## src/rtl/timer_bank_pkg.sv

```systemverilog
// Shared constants and types for the timer_bank peripheral and its channels.
// Optional input capture is enabled with the TIMER_CAPTURE_EN macro.
package timer_bank_pkg;

  localparam int unsigned CH_STRIDE = 32;

  localparam logic [4:0] OFF_CTRL    = 5'h00;
  localparam logic [4:0] OFF_COUNT   = 5'h04;
  localparam logic [4:0] OFF_COMPARE = 5'h08;
  localparam logic [4:0] OFF_STATUS  = 5'h0C;
  localparam logic [4:0] OFF_CAPTURE = 5'h10;

  localparam int CTRL_EN_BIT      = 0;
  localparam int CTRL_RELOAD_BIT  = 1;
  localparam int CTRL_IRQEN_BIT   = 2;
  localparam int STATUS_MATCH_BIT = 0;
  localparam int STATUS_CAPF_BIT  = 1;

  typedef struct packed {
    logic irqen;
    logic reload;
    logic en;
  } ctrl_t;

  function automatic ctrl_t to_ctrl(input logic [2:0] bits);
    ctrl_t c;
    c.en     = bits[CTRL_EN_BIT];
    c.reload = bits[CTRL_RELOAD_BIT];
    c.irqen  = bits[CTRL_IRQEN_BIT];
    return c;
  endfunction

endpackage

```

## src/rtl/timer_channel.sv

```systemverilog
// One compare/auto-reload timer channel with sticky MATCH flag.
// With TIMER_CAPTURE_EN it also synchronises a capture input and latches COUNT.
module timer_channel
  import timer_bank_pkg::*;
#(
  parameter int WIDTH = 32
) (
  input  logic             clk,
  input  logic             rst,
  input  logic             tick,
  input  logic             we_ctrl,
  input  logic             we_count,
  input  logic             we_compare,
  input  logic             we_status,
  input  logic [WIDTH-1:0] wdata,
`ifdef TIMER_CAPTURE_EN
  input  logic             capture_in,
  output logic [WIDTH-1:0] capture,
  output logic             capf,
`endif
  output ctrl_t            ctrl,
  output logic [WIDTH-1:0] count,
  output logic [WIDTH-1:0] compare,
  output logic             match,
  output logic             irq_term
);

  logic hit;
  assign hit      = tick && ctrl.en && (count == compare);
  assign irq_term = match && ctrl.irqen;

  // NOTE: sequential state uses <= only; later assignments in the block win,
  // which is how software writes override the tick update below.
  always_ff @(posedge clk or negedge rst) begin
    if (!rst) begin
      ctrl    <= '0;
      count   <= '0;
      compare <= '0;
      match   <= 1'b0;
    end else begin
      if (tick && ctrl.en) begin
        if (hit) begin
          if (ctrl.reload) count   <= '0;
          else             ctrl.en <= 1'b0;
        end else begin
          count <= count + WIDTH'(1);
        end
      end
      if (we_ctrl)    ctrl    <= to_ctrl(wdata[2:0]);
      if (we_count)   count   <= wdata;
      if (we_compare) compare <= wdata;
      if (hit)                                       match <= 1'b1;
      else if (we_status && wdata[STATUS_MATCH_BIT]) match <= 1'b0;
    end
  end

`ifdef TIMER_CAPTURE_EN
  logic [2:0] cap_sync;
  logic       cap_edge;
  assign cap_edge = cap_sync[1] && !cap_sync[2];

  // COUNT here is the registered value, i.e. before any same-cycle tick or write.
  always_ff @(posedge clk or negedge rst) begin
    if (!rst) begin
      cap_sync <= '0;
      capture  <= '0;
      capf     <= 1'b0;
    end else begin
      cap_sync <= {cap_sync[1:0], capture_in};
      if (cap_edge) capture <= count;
      if (cap_edge)                                 capf <= 1'b1;
      else if (we_status && wdata[STATUS_CAPF_BIT]) capf <= 1'b0;
    end
  end
`endif

endmodule

```

## src/rtl/timer_bank.sv

```systemverilog
// Memory-mapped multi-channel timer: shared prescaler, global timebase,
// NUM_CH timer_channel instances, registered read port and interrupt.
// Optional input capture is enabled with the TIMER_CAPTURE_EN macro.
module timer_bank
  import timer_bank_pkg::*;
#(
  parameter int NUM_CH   = 4,
  parameter int WIDTH    = 32,
  parameter int PRESCALE = 10000,
  parameter int ADDR_W   = 8
) (
  input  logic              clk,
  input  logic              rst,
  input  logic              i_memr,
  input  logic              i_memw,
  input  logic [ADDR_W-1:0] i_addr,
  input  logic [31:0]       i_wdata,
`ifdef TIMER_CAPTURE_EN
  input  logic [NUM_CH-1:0] i_capture,
`endif
  output logic [31:0]       o_rdata,
  output logic              o_rvalid,
  output logic              o_tick,
  output logic              o_irq
);

  localparam int PCNT_W = (PRESCALE > 1) ? $clog2(PRESCALE) : 1;

  logic [PCNT_W-1:0] pcnt;
  logic [WIDTH-1:0]  timebase;

  always_ff @(posedge clk or negedge rst) begin
    if (!rst) begin
      pcnt     <= '0;
      o_tick   <= 1'b0;
      timebase <= '0;
    end else begin
      if (pcnt == PCNT_W'(PRESCALE - 1)) begin
        pcnt   <= '0;
        o_tick <= 1'b1;
      end else begin
        pcnt   <= pcnt + PCNT_W'(1);
        o_tick <= 1'b0;
      end
      if (o_tick) timebase <= timebase + WIDTH'(1);
    end
  end

  // Word-aligned decode: upper bits pick the channel page, low five the register.
  logic [31:0] addr_al;
  logic [26:0] ch_sel;
  logic [4:0]  off;
  assign addr_al = 32'(i_addr) & ~32'h3;
  assign ch_sel  = addr_al[31:5];
  assign off     = addr_al[4:0];

  ctrl_t             ctrl_a    [NUM_CH];
  logic [WIDTH-1:0]  count_a   [NUM_CH];
  logic [WIDTH-1:0]  compare_a [NUM_CH];
  logic              match_a   [NUM_CH];
  logic [NUM_CH-1:0] irq_terms;
`ifdef TIMER_CAPTURE_EN
  logic [WIDTH-1:0]  capture_a [NUM_CH];
  logic              capf_a    [NUM_CH];
`endif

  for (genvar c = 0; c < NUM_CH; c++) begin : g_ch
    logic sel;
    assign sel = i_memw && (ch_sel == 27'(c));

    timer_channel #(.WIDTH(WIDTH)) u_ch (
      .clk        (clk),
      .rst        (rst),
      .tick       (o_tick),
      .we_ctrl    (sel && (off == OFF_CTRL)),
      .we_count   (sel && (off == OFF_COUNT)),
      .we_compare (sel && (off == OFF_COMPARE)),
      .we_status  (sel && (off == OFF_STATUS)),
      .wdata      (i_wdata[WIDTH-1:0]),
`ifdef TIMER_CAPTURE_EN
      .capture_in (i_capture[c]),
      .capture    (capture_a[c]),
      .capf       (capf_a[c]),
`endif
      .ctrl       (ctrl_a[c]),
      .count      (count_a[c]),
      .compare    (compare_a[c]),
      .match      (match_a[c]),
      .irq_term   (irq_terms[c])
    );
  end

  // Upper write-data bits are unused when WIDTH < 32.
  logic unused_wdata;
  assign unused_wdata = ^i_wdata;

  logic [31:0] rd_next;

  // NOTE: every combinational output gets a default first so no latch is inferred.
  always_comb begin
    rd_next = '0;
    if (addr_al == 32'(CH_STRIDE * NUM_CH)) rd_next = 32'(timebase);
    for (int c = 0; c < NUM_CH; c++) begin
      if (ch_sel == 27'(c)) begin
        case (off)
          OFF_CTRL:    rd_next = {29'b0, ctrl_a[c]};
          OFF_COUNT:   rd_next = 32'(count_a[c]);
          OFF_COMPARE: rd_next = 32'(compare_a[c]);
`ifdef TIMER_CAPTURE_EN
          OFF_STATUS:  rd_next = {30'b0, capf_a[c], match_a[c]};
          OFF_CAPTURE: rd_next = 32'(capture_a[c]);
`else
          OFF_STATUS:  rd_next = {31'b0, match_a[c]};
`endif
          default:     rd_next = '0;
        endcase
      end
    end
  end

  always_ff @(posedge clk or negedge rst) begin
    if (!rst) begin
      o_rdata  <= '0;
      o_rvalid <= 1'b0;
      o_irq    <= 1'b0;
    end else begin
      o_rvalid <= i_memr;
      if (i_memr) o_rdata <= rd_next;
      o_irq <= |irq_terms;
    end
  end

endmodule

```

## config.mk

```make
export PLATFORM = sky130hd
export DESIGN_NAME = timer_bank
export DESIGN_NICKNAME = d
export VERILOG_FILES = /design/src/rtl/timer_bank_pkg.sv /design/src/rtl/timer_channel.sv /design/src/rtl/timer_bank.sv
export SDC_FILE = /design/constraint.sdc
export NUM_CORES = 1
export LEC_CHECK = 0
export ABC_AREA = 1
export CAP_MARGIN = 20
export CORE_MARGIN = 2
export CORE_UTILIZATION = 63
export CTS_BUF_LIST = sky130_fd_sc_hd__clkbuf_4 sky130_fd_sc_hd__clkbuf_8
export DETAILED_ROUTE_END_ITERATION = 10
export GPL_ROUTABILITY_DRIVEN = 0
export PLACE_DENSITY_LB_ADDON = 0.15
export SETUP_SLACK_MARGIN = 0.3
export SLEW_MARGIN = 20
export SYNTH_ARGS = -nofsm -noshare
export SYNTH_HDL_FRONTEND = slang
export SYNTH_SLANG_ARGS = --single-unit
```

## constraint.sdc

```tcl
create_clock -name clk -period 2.65 [get_ports clk]
set_input_delay 0.3975 -clock clk [delete_from_list [all_inputs] [get_ports clk]]
set_output_delay 0.3975 -clock clk [all_outputs]
set_load 0.005 [all_outputs]
```

* After elaboration in Yosys (flattened, before gate mapping)
Cells that the tools add are included.
Word-level totals: bits in registers 353, bits in latches 0, bits in writable memories 0, memory bits (read-only) 0, input bits 44, memories kept 0
Cells by class: add/subtract/negate cells 6, multipliers 0, div/mod/pow operators 0, magnitude comparators 0, equal/unequal tests 20, shift-type cells 0, multiplexer cells 51, bitwise gates (word level) 0, reduce and logical (&&, ||, !) cells 63
Operator list (number):
- 32-bit 2-to-1 mux | 21
- 32-bit case mux with 4 select lines | 4
- 32-bit by 1-bit adder with 32-bit output (second input constant) | 5
- 32-bit == test | 4
- 1-bit logical AND | 36
- 2-bit nonzero test | 16
- 27-bit logical NOT | 1
- 1-bit 2-to-1 mux | 25
- 14-bit by 1-bit adder with 14-bit output (second input constant) | 1
- 14-bit == test (second input constant) | 1
- 14-bit 2-to-1 mux | 1
- 3-bit by 2-bit == test with 1-bit output (second input constant) | 4
- 3-bit by 1-bit != test with 1-bit output (second input constant) | 4
- 3-bit AND reduction | 4
- 2-bit by 1-bit != test with 1-bit output (second input constant) | 4
- 2-bit AND reduction | 4
- 3-bit by 1-bit == test with 1-bit output (second input constant) | 2
- 6-bit == test (second input constant) | 1
- 5-bit logical NOT | 1
- 4-bit OR reduction | 1

* Depth between registers and ports, before layout
Gate-level depths: netlist of the first run.
depth after elaboration 6, gate-level depth with buffers 15, gate-level depth less buffers 14

* Modules after synthesis
A second synthesis of the first run with hierarchy kept.
Second synthesis, totals: cell total of the unflattened synthesis 3322, area total of the unflattened synthesis 23626.4 µm²
Modules (own cells, without submodules):
- timer_channel (g_ch[2].u_ch ...) | instances 2, cells an instance 562, area each 4264.1 µm², seq. area each 1701.6 µm²
- timer_channel (g_ch[0].u_ch ...) | instances 2, cells an instance 561, area each 4244.1 µm², seq. area each 1701.6 µm²
- timer_bank | instances 1, cells an instance 1076, area each 6610.1 µm², seq. area each 2026.9 µm²

* Least setup slack after synthesis of the first run
OpenSTA, ideal clock, no wires.
path kind register -> register, from register g_ch[0].u_ch.count[6], to register g_ch[0].u_ch.count[24], setup time 0.117 ns, data arrival time 1.608 ns, required time 2.533 ns, path slack 0.925 ns, stages on the path, launching flop included 13, buffers on the path 2, clock period less this slack 1.725 ns, cell sequence dfrtp_1 -> clkbuf_1 -> xnor2_1 -> nand3_1 -> nor2_1 -> nand2_1 -> nor2_2 -> nand3_1 -> nand2_2 -> nand2_1 -> buf_2 -> nand2_1 -> nand2_1
On the way: cells in the longest elaborated chain, start to end 5, elaborated cells on any way between the ends 8, classes of those cells 1 x add/sub; 2 x eq/ne; 3 x mux; 2 x reduce/logical
Ends and longest elaborated chain:
- start, declared | RTL line timer_channel.sv:22 | output logic [WIDTH-1:0] count,
- start signal, assigned | RTL line timer_channel.sv:46 | count <= count + WIDTH'(1);
- start signal, assigned | RTL line timer_channel.sv:50 | if (we_count) count <= wdata;
- parallel branches: the longest is 5 deep, another holds 32-bit by 1-bit adder with 32-bit output
Several ways; the timed one is not identified. The select of a mux whose other input is x is not followed. A chain may end at the register's enable or synchronous reset.

* Worst setup path after layout of the first run
from register o_tick, to register g_ch[2].u_ch.count[23]
On the way: cells in the longest elaborated chain, start to end 5, elaborated cells on any way between the ends 8, classes of those cells 1 x eq/ne; 3 x mux; 4 x reduce/logical
Ends and longest elaborated chain:
- start, declared | RTL line timer_bank.sv:23 | output logic o_tick,
- start signal, assigned | RTL line timer_bank.sv:35 | o_tick <= 1'b0;
- start signal, assigned | RTL line timer_bank.sv:40 | o_tick <= 1'b1;
- start signal, assigned | RTL line timer_bank.sv:43 | o_tick <= 1'b0;
- 1-bit logical AND (*) | RTL line timer_channel.sv:29, timer_channel.sv:41
- 1-bit logical AND | RTL line timer_channel.sv:29 | assign hit = tick && ctrl.en && (count == compare);
- 32-bit 2-to-1 mux | RTL line timer_channel.sv:42 | if (hit) begin
- 32-bit 2-to-1 mux | RTL line timer_channel.sv:41 | if (tick && ctrl.en) begin
- 32-bit 2-to-1 mux | RTL line timer_channel.sv:50
- end signal, assigned | RTL line timer_channel.sv:46
- end signal, assigned | RTL line timer_channel.sv:50
- end, declared | RTL line timer_channel.sv:22
Mark *: on every way between the ends. The rest lies on a longest branch, timed or not. The select of a mux whose other input is x is not followed.

==> impl_metrics.tcl, run 1 <==
set metrics [dict create \
    outcome "completed" \
    drt-pass1-iter-count 6 \
    async_flop_share_pct 100.0 \
    portBuffers 76 \
    clk_pin_slew_worst_paths_ps 70 \
    grt_max_degree 76 \
    power.leakage_nw 14.36 \
    start_util_pct 64.04 \
    cts_sinks 353 \
    rsz0062_at_grt "false" \
    final.period_utilization_pct 87.73 \
    place_ws_ps 28.64 \
    cts_max_level 2 \
    wl_mm 86.07 \
    finalNetCount 4058 \
    viasPerCell 5.750 \
    drive_gt1_share_pct 6.064 \
    avgSynthCellArea_um2 6.268 \
    fp.dieH_um 202.7 \
    fin_setup_tns_ps 0 \
    wl_per_cell_um 18.81 \
    synth_area_leader_cell "dfrtp_1" \
    grt_pass1_wl_mm 135.5 \
    cp_max_fo 32 \
    path_class "flip-flop to flip-flop" \
    netlist_area_um2 24870 \
    crit_top_cell "nand2_1" \
    synthFlopType "dfrtp_1" \
    antennaDiodeCount 0 \
    fin_crit_ps 2325 \
    ir_drop_mv 0.4191 \
    place_inst 4461 \
    slew_headroom_pct 31.52 \
    syn2layout_area_growth_pct 12.13 \
    stdcell_count 4575 \
    yosys_warnings 0 \
    hold_viol 0 \
    core_um2 38830 \
    rows 72 \
    overflow 0 \
    setup_slack_ps 325.2 \
    cts_tree "built" \
    postRouteAntennaNets 0 \
    nFillCells 3379 \
    drc 0 \
    place_hpwl_mm 64.04 \
    die-area_um2 41070 \
    fin_skew_ps 32.23 \
    antenna_found_initial 0 \
    critPathSlowestCell "dfrtp_2" \
    cap_violations 0 \
    min_path_type "primary input to async pin" \
    cp-start-kind "flip-flop" \
    crit_family "simple AND/OR/NAND/NOR gates" \
    via_count 26306 \
    drt_iter0_drc 2769 \
    cts_buffer_depth 3 \
    synth.area.top_cells "dfrtp_1, nand2_1, nand3_1" \
    timing.fmax_mhz 430.1 \
    die_w_um 202.7 \
    critPathRequiredTime_ps 3220 \
    yosysSeqAreaShare_pct 35.53 \
    slowest_delay_ps 540 \
    io_pins 79 \
    clk_latency_ps 690 \
    regToRegSetupSlack_ps 330 \
    final_max_slew_viol_count 0 \
    clock-root-buffer "clkbuf_8" \
    crit_buf_inv 2 \
    synth.net_count 4017 \
    ys_ff_latch 353 \
    grt_pass1_vias 24722 \
    synth_edf_count 0 \
    grtUsageTotal_pct 42.53 \
    setup_viol 0 \
    synthCells 3967 \
    power_density_nw_per_um2 500.9 \
    cts_made_buffers 61 \
    yosysUniqueCellTypes 45 \
    cp_cell_sequence "buf_4 > nand2_2 > a21oi_1 > nand3_1 > nor2_1 > nand2_1 > nor2_1 > nand3_2 > nand2_2 > nand2_1 > buf_12 > nand2_1 > nand2_1" \
    worst_pin_slew_ps 1026 \
    worst_setup_path_end_kind "flip-flop" \
    yosys.area.top_type_share_pct 35.53 \
    arrival_ps 2890 \
]
cell families (layout without fill, tap and decap cells):
kind of cell	count (synthesis)	after routing	synth area share (%)
xor gates and xnor gates	145	145	5.107
AOI/OAI and AO/OA	392	392	8.786
adders and majority gates	6	6	0.3019
muxes	2	2	0.08051
DFF	353	353	35.53
and+or+nand+nor	2392	2392	39.47
buffers and inverters	677	767	10.73
placed cells by master, fill, tap and decap left out, types with 3 or more instances in the layout:
| cell | netlist | final |
|---|---|---|
| nand4_1 | 58 | 58 |
| buf_4 | 1 | 45 |
| or2_2 | 3 | 3 |
| xnor2_1 | 51 | 51 |
| and2_1 | 19 | 19 |
| dfrtp_1 | 353 | 351 |
| nor3_1 | 36 | 36 |
| nand2_1 | 1538 | 1531 |
| o22ai_1 | 90 | 90 |
| ha_1 | 6 | 6 |
| inv_1 | 488 | 487 |
| nor2_1 | 333 | 324 |
| a22oi_1 | 21 | 21 |
| xor2_1 | 94 | 94 |
| a22o_1 | 8 | 8 |
| buf_12 | 0 | 27 |
| nand2_2 | 5 | 11 |
| nand3_1 | 375 | 372 |
| clkbuf_8 | 0 | 82 |
| clkdlybuf4s50_1 | 0 | 75 |
| clkinv_2 | 0 | 11 |
| clkbuf_4 | 0 | 16 |
| inv_2 | 13 | 13 |
| nor2_4 | 1 | 3 |
| o21ai_0 | 216 | 216 |
| nor2_2 | 9 | 16 |
| and3_1 | 3 | 3 |
| clkinv_1 | 2 | 3 |
| nand3b_1 | 3 | 3 |
| a21oi_1 | 47 | 47 |
| o221ai_1 | 3 | 3 |
power breakdown:
group          leakage (nW)  switching [mW]  internal (mW)
Clock                 0.735            2.44           3.17
Combinational          9.00            1.39          0.813
Sequential             4.63           0.373           5.78
sequential cells by signal (all words and copies together) (netlist names):
name,count
o_rdata,32
pcnt,14
o_irq,1
o_tick,1
timebase,32
g_ch.u_ch.ctrl,12
g_ch.u_ch.count,128
g_ch.u_ch.match,4
o_rvalid,1
g_ch.u_ch.compare,128
final timing paths:
kind	from	end	cells past startpoint
worst min-delay path	rst	g_ch[3].u_ch.count[5]	2
worst max-delay path	o_tick	g_ch[2].u_ch.count[23]	13
max in group asynchronous	rst	g_ch[0].u_ch.count[26]	3
worst min register to register	pcnt[0]	pcnt[0]	1
worst max register to register	o_tick	g_ch[2].u_ch.count[23]	13
min in group clk	pcnt[0]	pcnt[0]	1
layout make-up:
| type | count | area (um^2) | area share [%] |
|---|---|---|---|
| Tap cell | 518 | 648.1 | 2.325 |
| Inverter | 503 | 1888 | 6.772 |
| Timing Repair Buffer | 152 | 1692 | 6.067 |
| Multi-Input combinational cell | 2937 | 13450 | 48.23 |
| Clock inverter | 14 | 122.6 | 0.4398 |
| Sequential cell | 353 | 8836 | 31.69 |
| Clock buffer | 98 | 1249 | 4.479 |
layer usage:
layer	vias to the layer above	wire length, um	track usage [%]
met2	1474	37470	64.82
met5	-	0	0
met1	11938	32380	55.27
met3	329	9843	8.860
met4	0	6375	27.32
li1	12565	-	-
metrics by stage:
stage	total power [mW]	hold slack, ps	utilization, %	area [um^2]
2_1_floorplan	7.483	101.9	-	24870
6_report	13.97	294.3	71.81	27880
5_1_grt	14.55	332.0	71.81	27880
3_5_place_dp	8.379	406.5	68.08	26430
3_3_place_gp	8.329	407.2	68.08	26430
4_1_cts	13.94	273.0	71.66	27820
Yosys cell counts (2+ instances only):
cell,number
clkinv_1,2
o211ai_1,2
o221ai_1,3
and3_1,3
inv_2,13
buf_6,4
nor2_2,9
xor2_1,94
xnor2_1,51
nor3_1,36
nand3b_1,3
or2_2,3
ha_1,6
and2_1,19
buf_1,10
buf_2,74
dfrtp_1,353
clkbuf_1,84
o22ai_1,90
nand3_1,375
a21oi_1,47
o21ai_0,216
nor3_2,2
o21a_1,2
a22o_1,8
nand2_2,5
nor2_1,333
mux2i_1,2
nand4_1,58
inv_1,488
a22oi_1,21
nand2_1,1538
repair_timing:
action                                  4_1_cts  5_1_grt
setup buffers                                 0        1
hold buffers                                  1        0
endpoints found under the hold margin        54        0
endpoints found under the setup margin       97      112
pin swaps                                     0        0
resized for setup                             3       16
No activity file was read; power rests on OpenSTA's default activity.
==> inputs of run 2 (changes only) <==
--- a/config.mk
+++ b/config.mk
@@ -9,7 +9,7 @@
 export CAP_MARGIN = 20
 export CORE_MARGIN = 2
 export CORE_UTILIZATION = 63
-export CTS_BUF_LIST = sky130_fd_sc_hd__clkbuf_4 sky130_fd_sc_hd__clkbuf_8
+export CTS_BUF_LIST = sky130_fd_sc_hd__clkbuf_8
 export DETAILED_ROUTE_END_ITERATION = 10
 export GPL_ROUTABILITY_DRIVEN = 0
 export PLACE_DENSITY_LB_ADDON = 0.15
==> impl_metrics.tcl, run 2 (synthesis results as in run 1) <==
set metrics [dict create \
    cts_sinks 353 \
    power.leakage_nw 14.38 \
    wl_met3_mm 9.823 \
    finalNetCount 4058 \
    place_inst 4461 \
    highest_layer "met5" \
    fin_crit_ps 2323 \
    hold_viol 0 \
    fin_skew_ps 31.60 \
    p_total_mw 13.72 \
    drc 0 \
    grt_pass1_vias 24670 \
    crit_top_cell "nand2_1" \
    drt-pass1-iter-count 7 \
    power_density_nw_per_um2 493.3 \
    cp_cell_sequence "buf_4 > nand2_2 > a21oi_1 > nand3_1 > nor2_1 > nand2_1 > nor2_1 > nand3_2 > nand2_2 > nand2_1 > buf_12 > nand2_1 > nand2_1" \
    rows 72 \
    clk_latency_ps 680 \
    cap_violations 0 \
    stdcell_count 4575 \
    ir_drop_mv 0.4191 \
    die-area_um2 41070 \
    cp-start-kind "flip-flop" \
    antennaDiodeCount 0 \
    portBuffers 76 \
    wl_mm 86.05 \
    path_class "flip-flop to flip-flop" \
    rsz0062_at_grt "true" \
    critPathSlowestCell "dfrtp_2" \
    viasPerCell 5.752 \
    slowest_delay_ps 530 \
    antenna_found_initial 1 \
    overflow 0 \
    start_util_pct 64.04 \
    setup_slack_ps 327.4 \
    grt_max_degree 76 \
    critPathRequiredTime_ps 3220 \
    syn2layout_area_growth_pct 11.87 \
    wl_per_cell_um 18.81 \
    crit_buf_inv 2 \
    place_hpwl_mm 64.04 \
    place_ws_ps 28.64 \
    postRouteAntennaNets 0 \
    setup_viol 0 \
    fp.dieH_um 202.7 \
    cts_tree "built" \
    cp_max_fo 32 \
    arrival_ps 2890 \
    min_path_type "primary input to async pin" \
    cts_buffer_depth 3 \
    nFillCells 3374 \
    die_w_um 202.7 \
    clock-root-buffer "clkbuf_8" \
    final.period_utilization_pct 87.64 \
    timing.fmax_mhz 430.6 \
    cts_made_buffers 61 \
    worst_pin_slew_ps 1021 \
    io_pins 79 \
    wl_met2_mm 37.38 \
    crit_family "simple AND/OR/NAND/NOR gates" \
    via_count 26317 \
    worst_setup_path_end_kind "flip-flop" \
    cts_max_level 2 \
    layout_commonest_cell "nand2_1" \
    fin_setup_tns_ps 0 \
    grtUsageTotal_pct 42.47 \
    grt_pass1_wl_mm 135.3 \
    final_max_slew_viol_count 0 \
    slew_headroom_pct 31.83 \
    drt_iter0_drc 2698 \
    core_um2 38830 \
    drive_gt1_share_pct 5.669 \
    drt-met1-wl_mm 32.48 \
    top_regs "g_ch.u_ch.compare: 128 flops, g_ch.u_ch.count: 128 flops" \
    clk_pin_slew_worst_paths_ps 70 \
    outcome "completed" \
    most-common-layout-cells "nand2_1, inv_1, nand3_1" \
]
==> run 2: metal layers <==
layer	track usage, %	vias up
li1	-	12555
met1	55.36	11951
met2	64.55	1481
met3	8.909	328
met4	27.16	2
met5	0	-
==> run 2: cell type report <==
cell class                      instances  area [um^2]  area share [%]
Inverter                              503         1888           6.788
Sequential cell                       353         8836           31.76
Clock buffer                           82         1129           4.057
Clock inverter                         30        182.7          0.6567
Timing Repair Buffer                  152         1692           6.081
Tap cell                              518        648.1           2.330
Multi-Input combinational cell       2937        13440           48.32
==> run 2: where the power goes <==
part	switching [mW]	leakage, nW	internal (mW)
Combinational	1.38	9.00	0.813
Clock	2.43	0.746	2.94
Sequential	0.373	4.63	5.78
==> run 2: timing repair <==
action / 4_1_cts / 5_1_grt
resized for setup: 3 / 15
hold buffers: 1 / 0
hold endpoints to repair: 54 / 0
buffers inserted: 0 / 1
endpoints found under the setup margin: 97 / 109
==> run 2: final timing paths <==
kind,start,end,slack (ps),cells past startpoint
min in group clk,pcnt[0],pcnt[0],470,1
max in group asynchronous,rst,g_ch[0].u_ch.count[26],1440,3
min,rst,g_ch[3].u_ch.count[5],290,2
max,o_tick,g_ch[2].u_ch.count[23],330,13
max reg2reg,o_tick,g_ch[2].u_ch.count[23],330,13
min reg2reg,pcnt[0],pcnt[0],470,1
==> run 2: metrics by stage <==
step | util, % | hold slack, ps | instance area (um^2)
final | 71.64 | 287.0 | 27820
after global placement | 68.08 | 407.2 | 26430
after floorplan | - | 101.9 | 24870
after global routing | 71.64 | 331.2 | 27820
after detailed placement | 68.08 | 406.5 | 26430
after CTS | 71.50 | 272.1 | 27760
==> run 2: worst register-to-register path, cell delays in order, from the launching register on <==
cell and delay [ps]:
dfrtp_2 530, buf_4 170, nand2_2 120, a21oi_1 150, nand3_1 80, nor2_1 100
nand2_1 110, nor2_1 210, nand3_2 170, nand2_2 130, nand2_1 90, buf_12 190
nand2_1 100, nand2_1 50
